[src/rtl/scroll_scheduler.sv]
// Game-state sequencer for the scrolling terrain: owns scroll position, speed,
// lap count and per-lap coin availability, advanced by a synchronized frame tick.
//
// state  | meaning
// IDLE   | waiting for start; all counters held at their initial values
// RUN    | scrolling; frame ticks advance position, coins can be collected
// PAUSED | everything frozen until the next pause press
// DEAD   | frozen after a collision; start accepted once the dead timer is full
module scroll_scheduler #(
  parameter int FRAME_MAX   = 3095,
  parameter int SPEED_INIT  = 2,
  parameter int SPEED_MAX   = 6,
  parameter int DEAD_FRAMES = 60
) (
  input  logic        Clk,
  input  logic        Reset_n,
  input  logic        frame_clk,
  input  logic        start,
  input  logic        pause,
  input  logic        collision,
  input  logic [2:0]  coin_hit,
  output logic [11:0] frame_counter,
  output logic        playing,
  output logic [2:0]  CoinStatus,
  output logic [2:0]  speed,
  output logic [3:0]  lap_count,
  output logic [1:0]  state
);

  localparam int TW = $clog2(DEAD_FRAMES + 1);
  localparam logic [12:0]   FRAME_LAST = 13'(FRAME_MAX);
  localparam logic [12:0]   FRAME_WRAP = 13'(FRAME_MAX + 1);
  localparam logic [2:0]    SPD_INIT   = 3'(SPEED_INIT);
  localparam logic [2:0]    SPD_MAX    = 3'(SPEED_MAX);
  localparam logic [TW-1:0] DEAD_FULL  = TW'(DEAD_FRAMES);

  typedef enum logic [1:0] {
    IDLE   = 2'd0,
    RUN    = 2'd1,
    PAUSED = 2'd2,
    DEAD   = 2'd3
  } state_t;

  state_t        state_q, state_nx;
  logic [11:0]   frame_nx;
  logic [2:0]    speed_nx, coins_nx;
  logic [3:0]    lap_nx;
  logic [TW-1:0] timer_q, timer_nx;
  logic          playing_nx;
  logic          fs1, fs2, fs3, pause_d;
  logic          tick, pause_edge;
  logic [12:0]   sum;

  // frame_clk is asynchronous to Clk: two-flop synchronizer plus edge detect
  assign tick       = fs2 & ~fs3;
  assign pause_edge = pause & ~pause_d;
  assign sum        = {1'b0, frame_counter} + {10'd0, speed};
  assign state      = state_q;

  always_ff @(posedge Clk or negedge Reset_n) begin
    if (!Reset_n) begin
      fs1           <= 1'b0;
      fs2           <= 1'b0;
      fs3           <= 1'b0;
      pause_d       <= 1'b0;
      state_q       <= IDLE;
      frame_counter <= 12'd0;
      speed         <= SPD_INIT;
      lap_count     <= 4'd0;
      CoinStatus    <= 3'b111;
      playing       <= 1'b0;
      timer_q       <= '0;
    end else begin
      fs1           <= frame_clk;
      fs2           <= fs1;
      fs3           <= fs2;
      pause_d       <= pause;
      state_q       <= state_nx;
      frame_counter <= frame_nx;
      speed         <= speed_nx;
      lap_count     <= lap_nx;
      CoinStatus    <= coins_nx;
      playing       <= playing_nx;
      timer_q       <= timer_nx;
    end
  end

  always_comb begin
    state_nx = state_q;
    frame_nx = frame_counter;
    speed_nx = speed;
    lap_nx   = lap_count;
    coins_nx = CoinStatus;
    timer_nx = timer_q;
    case (state_q)
      IDLE: begin
        frame_nx = 12'd0;
        speed_nx = SPD_INIT;
        lap_nx   = 4'd0;
        coins_nx = 3'b111;
        if (start) state_nx = RUN;
      end
      RUN: begin
        if (collision) begin
          state_nx = DEAD;
          timer_nx = '0;
        end else begin
          if (pause_edge) state_nx = PAUSED;
          coins_nx = CoinStatus & ~coin_hit;
          if (tick) begin
            if (sum > FRAME_LAST) begin
              // wrap restores every coin, overriding any hit this cycle
              frame_nx = 12'(sum - FRAME_WRAP);
              coins_nx = 3'b111;
              if (lap_count != 4'hF) lap_nx = lap_count + 4'd1;
              if (speed < SPD_MAX) speed_nx = speed + 3'd1;
            end else begin
              frame_nx = sum[11:0];
            end
          end
        end
      end
      PAUSED: begin
        if (pause_edge) state_nx = RUN;
      end
      DEAD: begin
        if (tick && timer_q < DEAD_FULL) timer_nx = TW'(timer_q + 1'b1);
        if (start && timer_q == DEAD_FULL) begin
          state_nx = IDLE;
          frame_nx = 12'd0;
          speed_nx = SPD_INIT;
          lap_nx   = 4'd0;
          coins_nx = 3'b111;
        end
      end
      default: state_nx = IDLE;
    endcase
    playing_nx = (state_nx == RUN);
  end

endmodule

[config.mk]
export PLATFORM = sky130hd
export DESIGN_NAME = scroll_scheduler
export DESIGN_NICKNAME = d
export VERILOG_FILES = /design/src/rtl/scroll_scheduler.sv
export SDC_FILE = /design/constraint.sdc
export NUM_CORES = 1
export LEC_CHECK = 0
export ABC_AREA = 0
export CORE_ASPECT_RATIO = 0.5
export CORE_MARGIN = 8
export CORE_UTILIZATION = 38
export CTS_CLUSTER_SIZE = 10
export DETAILED_ROUTE_END_ITERATION = 8
export PLACE_DENSITY = 0.62
export SETUP_SLACK_MARGIN = 0.1
export SYNTH_ARGS = -nofsm -noshare
export SYNTH_HDL_FRONTEND = slang
export SYNTH_SLANG_ARGS = --single-unit
export TNS_END_PERCENT = 1
[constraint.sdc]
create_clock -name Clk -period 3.6 [get_ports Clk]
set_input_delay 0.72 -clock Clk [delete_from_list [all_inputs] [get_ports Clk]]
set_output_delay 0.72 -clock Clk [all_outputs]
set_load 0.1 [all_outputs]
Word level (Yosys, flattened, before mapping)
Cells that the tools add are included.

Register bits: 35.

Add/sub/neg operators: 5. Order comparisons: 3. Eq/ne operators: 14. Muxes and demuxes: 31. Bitwise operators: 6. Reductions and logical operators: 10.

Operators by type and width (number): $mux W12 (4); $pmux W12 S3 (1); $mux W3 (9); $mux W4 (5); $pmux W3 S3 (2); $ne A2 B2 Y1 const B (8); $add A12 B3 Y13 (1); $gt A13 B12 Y1 const B (1); $mux W6 (2); $pmux W4 S3 (1); $pmux W6 S2 (1); $reduce_and A6 Y1 (2); $sub A12 B12 Y12 const B (1); $mux W2 (5); $pmux W2 S4 (1); $add A6 B1 Y6 const B (1); $eq A6 B6 Y1 const B (1); $lt A6 B6 Y1 const B (1); $reduce_and A3 Y1 (2); $add A4 B1 Y4 const B (1); $eq A2 B1 Y1 const B (2); $eq A2 B2 Y1 const B (2); $ne A4 B4 Y1 const B (1); $reduce_and A4 Y1 (1); 10 further kinds (13).

Longest topological paths before layout
Gate-level depths: netlist of run 1.

Depth after elaboration: 6. Gate-level depth with buffers: 14. Gate-level depth less buffers: 13.

Worst setup path before layout of run 1
No wires, ideal clock.

Path type: register -> register. Start point: register speed[0]. End point: register frame_counter[7]. Setup time: 0.080 ns. Arrival time: 3.801 ns. Required time: 3.520 ns. Slack: -0.281 ns. Cell stages (with the launch flop): 14. Buffers on the path: 0. Clock period less this slack: 3.881 ns. Cell sequence: dfrtp_1 > ha_1 > fa_1 > a21o_1 > nand2_1 > xor2_1 > inv_1 > ha_1 > a221oi_1 > or2_4 > a211oi_4 > mux2_4 > a311o_1 > o211ai_2.

Longest elaborated chain between the ends: 6. Elaborated cells on any way between the ends: 7.

RTL lines: from (decl) (RTL line 25) `output logic [2:0] speed,`; from (signal assigned) (RTL line 80) `speed <= speed_nx;`; $add A12 B3 Y13 (*) (RTL line 57) `assign sum = {1'b0, frame_counter} + {10'd0, speed};`; $sub A12 B12 Y12 or $gt A13 B12 Y1 (tied branches) (RTL line 113, 111); $mux W12 (*) (RTL line 111) `if (sum > FRAME_LAST) begin`; $mux W12 (*) (RTL line 110) `if (tick) begin`; $mux W12 (*) (RTL line 104) `if (collision) begin`; $pmux W12 S3 (*) (RTL line 95) `case (state_q)`; to (signal assigned) (RTL line 79) `frame_counter <= frame_nx;`; to (decl) (RTL line 22) `output logic [11:0] frame_counter,`.

Mark *: on every way between the ends. The rest lies on a longest branch, timed or not. The select of a mux whose other input is x is not followed. A chain may end at the register's enable or synchronous reset.

Worst setup path after layout of run 1
Same ends and word-level chain as after synthesis.

==> results.yml, run 1 <==
setup_path:
  r2r_slack_ns: 0.21
  end_kind: "flip-flop"
  worstSetupPathType: "reg -> reg"
  cp-start-kind: "flip-flop"
  path_max_fanout: 5
  crit_arrival_ns: 3.59
  required_ns: 3.80
yosys:
  syn_area_sq_um: 2410
  synthArstFlopShare_pct: 100
  synthCells: 264
  synthFlopType: "dfrtp_1"
  synth_largest_area_cell: "dfrtp_1"
  syn_nets: 283
  synth_edf_count: 0
  ys_seq_area_share_pct: 36.6
  synth_cell_type_count: 66
  syn_avg_cell_area_sq_um: 9.12
  synthTopCellsByArea: "dfrtp_1, ha_1, nand2_1"
  ys_warn_count: 0
  yosysTopAreaCellShare_pct: 32.2
  synth-seq-cells: 35
floorplan:
  die_x_um: 129
  io_pins: 34
  rows: 20
  core_sq_um: 6110
  chipHeight_um: 72.3
  die-area_sq_um: 9290
  start_util_pct: 39.4
route:
  drc: 0
  first_iter_violations: 202
  finalWirelength_um: 6260
  final_antenna_net_count: 0
  dr_total_vias: 2185
  dr.pass1.iters: 4
  viasPerCell: 5.59
  routedWlPerCell_um: 16.0
clocking:
  cts_buffer_depth: 2
  root_buffer: "clkbuf_16"
  numCtsBuffers: 5
  clk_latency_ns: 0.28
  h-tree-depth: 2
  clkSlewWorstSetupHoldPaths_ns: 0.06
  cts_tree: "yes"
  hold_buffers: 0
  cts_sinks: 35
sta:
  setup_viol: 0
  maxSlewHeadroom_pct: 26.8
  setup_ws_ns: 0.213
  worstMarginPinSlew_ns: 1.09
  fin_setup_tns_ns: 0
  finalCriticalPeriod_ns: 3.39
  finalHoldViolations: 0
  grt_setup_unrepaired: "no"
  finalCritPeriodShare_pct: 94.1
  worst_clock_skew_ns: 0.00280
  slew_viol_final: 0
  fmax_mhz: 295
power:
  swShare_pct: 49.2
  pwr-share-comb_pct: 48.6
  seq_power_share_pct: 30.3
  leakage_nw: 1.27
  clkPwrFrac_pct: 21.1
  intPower_mw: 1.06
  powerDensity_nw_per_um2: 684
  peakVddDrop_v: 0.000224
  switchingPower_mw: 1.03
grt:
  grt_max_degree: 23
  grt_pass1_wl_um: 10500
  grt_pass1_vias: 2170
  track_usage_pct: 13.8
  antenna_found_initial: 0
  grt_overflow: 0
min_path:
  hp-class: "reg -> reg"
finish:
  multiInputGateArea_sq_um: 1490
  regArea_sq_um: 896
  nets: 321
  syn_to_final_growth_pct: 26.7
  num_antenna_cells: 0
  fillers: 569
  drive_gt1_share_pct: 23.8
placed_design:
  dp.final_hpwl_um: 4650
  io_buffers: 33
  gp_congestion: 0.989
  pre_cts_ws_ns: 0.0349
flow_run:
  drv_cap: 0
status:
  status: "completed"
cell usage in the layout (no fill, tap or decap), types with 3 or more instances in the layout:
cell,n
o21ai_0,11
and3_1,3
nor2_1,16
clkdlybuf4s50_1,17
nand2b_1,6
dfrtp_1,26
nand3_1,9
a311oi_1,3
nand4_1,4
ha_1,6
nor2b_1,4
or3_1,3
nand2_1,28
xnor2_1,5
dfrtp_2,3
inv_1,6
a21boi_0,3
and2_1,3
o21ai_1,4
xor2_1,6
a21oi_1,18
a211oi_1,4
buf_4,28
clkbuf_16,5
dfstp_2,3
nor3_1,7
a22o_1,5
a21o_1,10
power groups by stage:
stage	combinational (mW)	sequential (mW)	clock (mW)
2_1_floorplan	0.372	1.04	0
3_3_place_gp	0.994	0.630	0
3_5_place_dp	1.00	0.637	0
4_1_cts	1.01	0.630	0.448
5_1_grt	1.08	0.654	0.467
6_report	1.01	0.632	0.440
area by class of cell:
class                      count  area share (%)
clock buffer                   5            4.10
clock inverter                 3           0.780
inverter                       7           0.862
multi-input combinational    208            48.8
sequential                    35            29.4
tap                           88            3.61
timing repair buffer          45            12.5
synthesized netlist by cell type (3+ instances only):
library cell and instances:
xor2_1 7, a22o_1 5, a211oi_1 4, a21boi_0 3, inv_1 7, nor3_1 7
or3_1 3, dfrtp_1 31, nand4_1 4, o21ai_1 4, a311oi_1 3, nand2b_1 6
nand3_1 9, xnor2_1 5, o21ai_0 11, nor2_1 17, and3_1 3, nor2b_1 4
and2_1 3, nand2_1 29, dfstp_2 4, a21oi_1 18, clkbuf_1 7, a21o_1 10
ha_1 9
cells by family (layout without fill, tap and decap cells):
family                   Yosys count  in the layout  synth area share, %
XOR/XNOR                          12             12                 4.37
adder cells (fa/ha/maj)           10             10                 5.51
AO/OA/AOI/OAI                     86             86                 27.7
multiplexers                       2              2                 1.04
AND/OR/NAND/NOR                   98             98                 20.9
flip-flops                        35             35                 36.6
buffers and inverters             21             60                 3.95
what timing repair did:
| action | 4_1_cts | 5_1_grt |
|---|---|---|
| resized for setup | 0 | 10 |
| setup endpoints to repair | 1 | 11 |
| pin swaps | 2 | 3 |
| setup buffers | 4 | 1 |
metrics by stage:
stage	util (%)	power (mW)	hold WS [ns]	cells	instance area, sq um
2_1_floorplan	-	1.41	0.331	264	2440
3_3_place_gp	46.2	1.62	0.338	378	2820
3_5_place_dp	46.2	1.64	0.341	378	2820
4_1_cts	49.1	2.09	0.355	390	3000
5_1_grt	49.9	2.20	0.380	391	3050
6_report	49.9	2.09	0.356	391	3050
worst max-delay path, stage by stage (launching register included):
cell and delay (ns):
dfrtp_4 0.50, ha_2 0.22, fa_2 0.38, a21o_1 0.21, nand2_1 0.11, xor2_2 0.22
inv_2 0.09, ha_2 0.21, a221oi_4 0.33, or2_4 0.22, a211oi_4 0.08, mux2_4 0.32
a311o_1 0.36, o211ai_2 0.08
worst paths after layout:
kind | cells after the start | end | from
worst max-delay path | 13 | frame_counter[7] | speed[0]
worst min-delay path | 0 | fs2 | fs1
worst max register to register | 13 | frame_counter[7] | speed[0]
worst min register to register | 0 | fs2 | fs1
max in group asynchronous | 2 | frame_counter[0] | Reset_n
min in group asynchronous | 1 | frame_counter[8] | Reset_n
state kept, by name, summed over array words and instances, names as in the netlist:
signal and cells:
fs3 1, playing 1, frame_counter 12, timer_q 6, fs1 1, CoinStatus 3
lap_count 4, speed 3, pause_d 1, fs2 1, state 2
metal layers:
metal / vias to the layer above / GRT usage (%) / share of wire, %
met5: - / 0 / 0
met4: 0 / 5.42 / 0.75
met3: 6 / 2.85 / 4.6
met2: 54 / 23.2 / 48
met1: 1070 / 17.2 / 46
li1: 1055 / - / -
(Power assumes the default switching activity.)
==> run 2: changes to the inputs <==
--- a/constraint.sdc
+++ b/constraint.sdc
@@ -3,2 +3,2 @@
 set_output_delay 0.72 -clock Clk [all_outputs]
-set_load 0.1 [all_outputs]
+set_load 0.02 [all_outputs]
==> run 2 against run 1 <==
Final area shrank 1.5%. Via count down 3.1%. Clock power grew 14%. Maximum frequency up 1.4%. Worst setup slack improved by 0.045 ns. Register-to-register slack improved by 0.05 ns. Flip-flop and latch count did not move. Hold slack got worse by 0.0013 ns. Count of clock-buffer cells in the layout unchanged. Sequential share of layout area shrank 0.059 points. Cell count fell by 1.5%. Critical endpoint unchanged. Largest cell class unchanged. Highest routed layer unchanged.
==> results.yml, run 2 (same netlist as run 1, synthesis figures left out) <==
finish:
  fillers: 566
  largest_reg_flops: 12
  fin_area_sq_um: 3000
  top_register: "frame_counter"
  stdcell_count: 385
  num_antenna_cells: 0
  drive_gt1_share_pct: 12.8
  nets: 315
  largestRegisters: "frame_counter x12, timer_q x6, lap_count x4"
  most-common-layout-cells: "clkdlybuf4s50_1, dfrtp_1, nand2_1, a21oi_1, nor2_1"
  syn_to_final_growth_pct: 24.8
  layout_commonest_cell: "clkdlybuf4s50_1"
setup_path:
  startpoint: "speed[0]"
  r2r_slack_ns: 0.26
  path_delay_family: "compound AO/OA/AOI/OAI gates"
  crit_chain: "ha_1 -> fa_2 -> a21o_1 -> nand2_1 -> xor2_1 -> inv_1 -> ha_1 -> a221oi_2 -> or2_4 -> a211oi_4 -> mux2_4 -> a311o_1 -> o211ai_2"
  cp-start-kind: "flip-flop"
  worstSetupPathType: "reg -> reg"
  path_max_fanout: 5
  required_ns: 3.80
  end_kind: "flip-flop"
  cpMostUsedCell: "ha_1"
  reg2reg_depth: 13
  crit_arrival_ns: 3.54
  cp_num_buf_inv: 1
  max_stage_delay_ns: 0.44
  cp-endpoint: "frame_counter[7]"
  r2r_start: "speed[0]"
  regToRegEndpoint: "frame_counter[7]"
  cp_slowest_cell: "dfrtp_1"
  cp.depth: 13
placed_design:
  gp_congestion: 1.10
  dp.final_hpwl_um: 4430
  dp_cells: 377
  placed_area_sq_um: 2820
  io_buffers: 33
  pre_cts_ws_ns: 0.122
power:
  seq_power_share_pct: 34.9
  swShare_pct: 36.3
  intPower_mw: 1.13
  pwr-share-comb_pct: 36.7
  leakage_nw: 1.25
  peakVddDrop_v: 0.000225
  clkPwrFrac_pct: 28.4
  switchingPower_mw: 0.641
  powerDensity_nw_per_um2: 588
grt:
  grt_max_degree: 36
  track_usage_pct: 13.5
  antenna_found_initial: 0
  grt_pass1_wl_um: 10100
  grt_overflow: 0
  grt_pass1_vias: 2052
clocking:
  clkSlewWorstSetupHoldPaths_ns: 0.06
  cts_tree: "yes"
  cts_buffer_depth: 2
  postCtsSetupRepairBufs: 0
  numCtsBuffers: 5
  root_buffer: "clkbuf_16"
  h-tree-depth: 2
  cts_sinks: 35
  hold_buffers: 0
  clk_latency_ns: 0.28
sta:
  finalHoldViolations: 0
  finalCritPeriodShare_pct: 92.8
  worst_clock_skew_ns: 0.00887
  maxSlewHeadroom_pct: 53.0
  setup_viol: 0
  grt_setup_unrepaired: "no"
  finalCriticalPeriod_ns: 3.34
  worstMarginPinSlew_ns: 0.698
  setup_ws_ns: 0.258
  holdWs_ns: 0.355
  fmax_mhz: 299
  slew_viol_final: 0
  fin_setup_tns_ns: 0
floorplan:
  chipHeight_um: 72.3
  io_pins: 34
  die-area_sq_um: 9290
  core_sq_um: 6110
  start_util_pct: 39.4
  rows: 20
  die_x_um: 129
route:
  finalWirelength_um: 6070
  final_antenna_net_count: 0
  routedWlPerCell_um: 15.8
  viasPerCell: 5.50
  drc: 0
  dr_total_vias: 2118
  first_iter_violations: 147
  dr.pass1.iters: 4
min_path:
  hp-class: "reg -> reg"
flow_run:
  drv_cap: 0
status:
  status: "completed"
-- run 2: metrics by stage --
stage / utilization, % / power (mW)
2_1_floorplan: - / 1.03
3_3_place_gp: 46.3 / 1.25
3_5_place_dp: 46.3 / 1.27
4_1_cts: 49.1 / 1.78
5_1_grt: 49.2 / 1.88
6_report: 49.2 / 1.77
-- run 2: power groups by stage --
| stage | Combinational (mW) | Clock (mW) | Sequential (mW) |
|---|---|---|---|
| 6_report | 0.649 | 0.502 | 0.617 |
| 5_1_grt | 0.716 | 0.526 | 0.635 |
| 4_1_cts | 0.652 | 0.509 | 0.616 |
| 3_5_place_dp | 0.647 | 0 | 0.622 |
| 3_3_place_gp | 0.633 | 0 | 0.615 |
| 2_1_floorplan | 0.369 | 0 | 0.657 |
-- run 2: worst min path at each step --
stage / slack (ns) / end / from / cells past startpoint
after floorplan: 0.33 / fs2 / fs1 / 0
after global placement: 0.34 / fs2 / fs1 / 0
after detailed placement: 0.34 / fs2 / fs1 / 0
after CTS: 0.36 / fs2 / fs1 / 0
after global routing: 0.35 / fs2 / fs1 / 0
final: 0.35 / fs2 / fs1 / 0
-- run 2: layout make-up --
cell class	count	area (sq um)	area share, %
clock inverters	3	43.8	1.46
repair buffers	39	375	12.5
multi-input cells	208	1440	48.0
flip-flops and latches	35	881	29.3
well taps	88	110	3.67
inverters	7	26.3	0.875
clock buffers	5	125	4.16
-- run 2: routing by layer --
layer	track usage [%]	part of all wire, %
met1	16.7	46
met3	3.58	5.5
met2	22.8	47
met5	0	0
met4	4.00	1.1
-- run 2: timing repair --
action	in CTS	in global routing
gates resized for setup	1	2
setup endpoints to repair	1	5
pin swaps	0	1
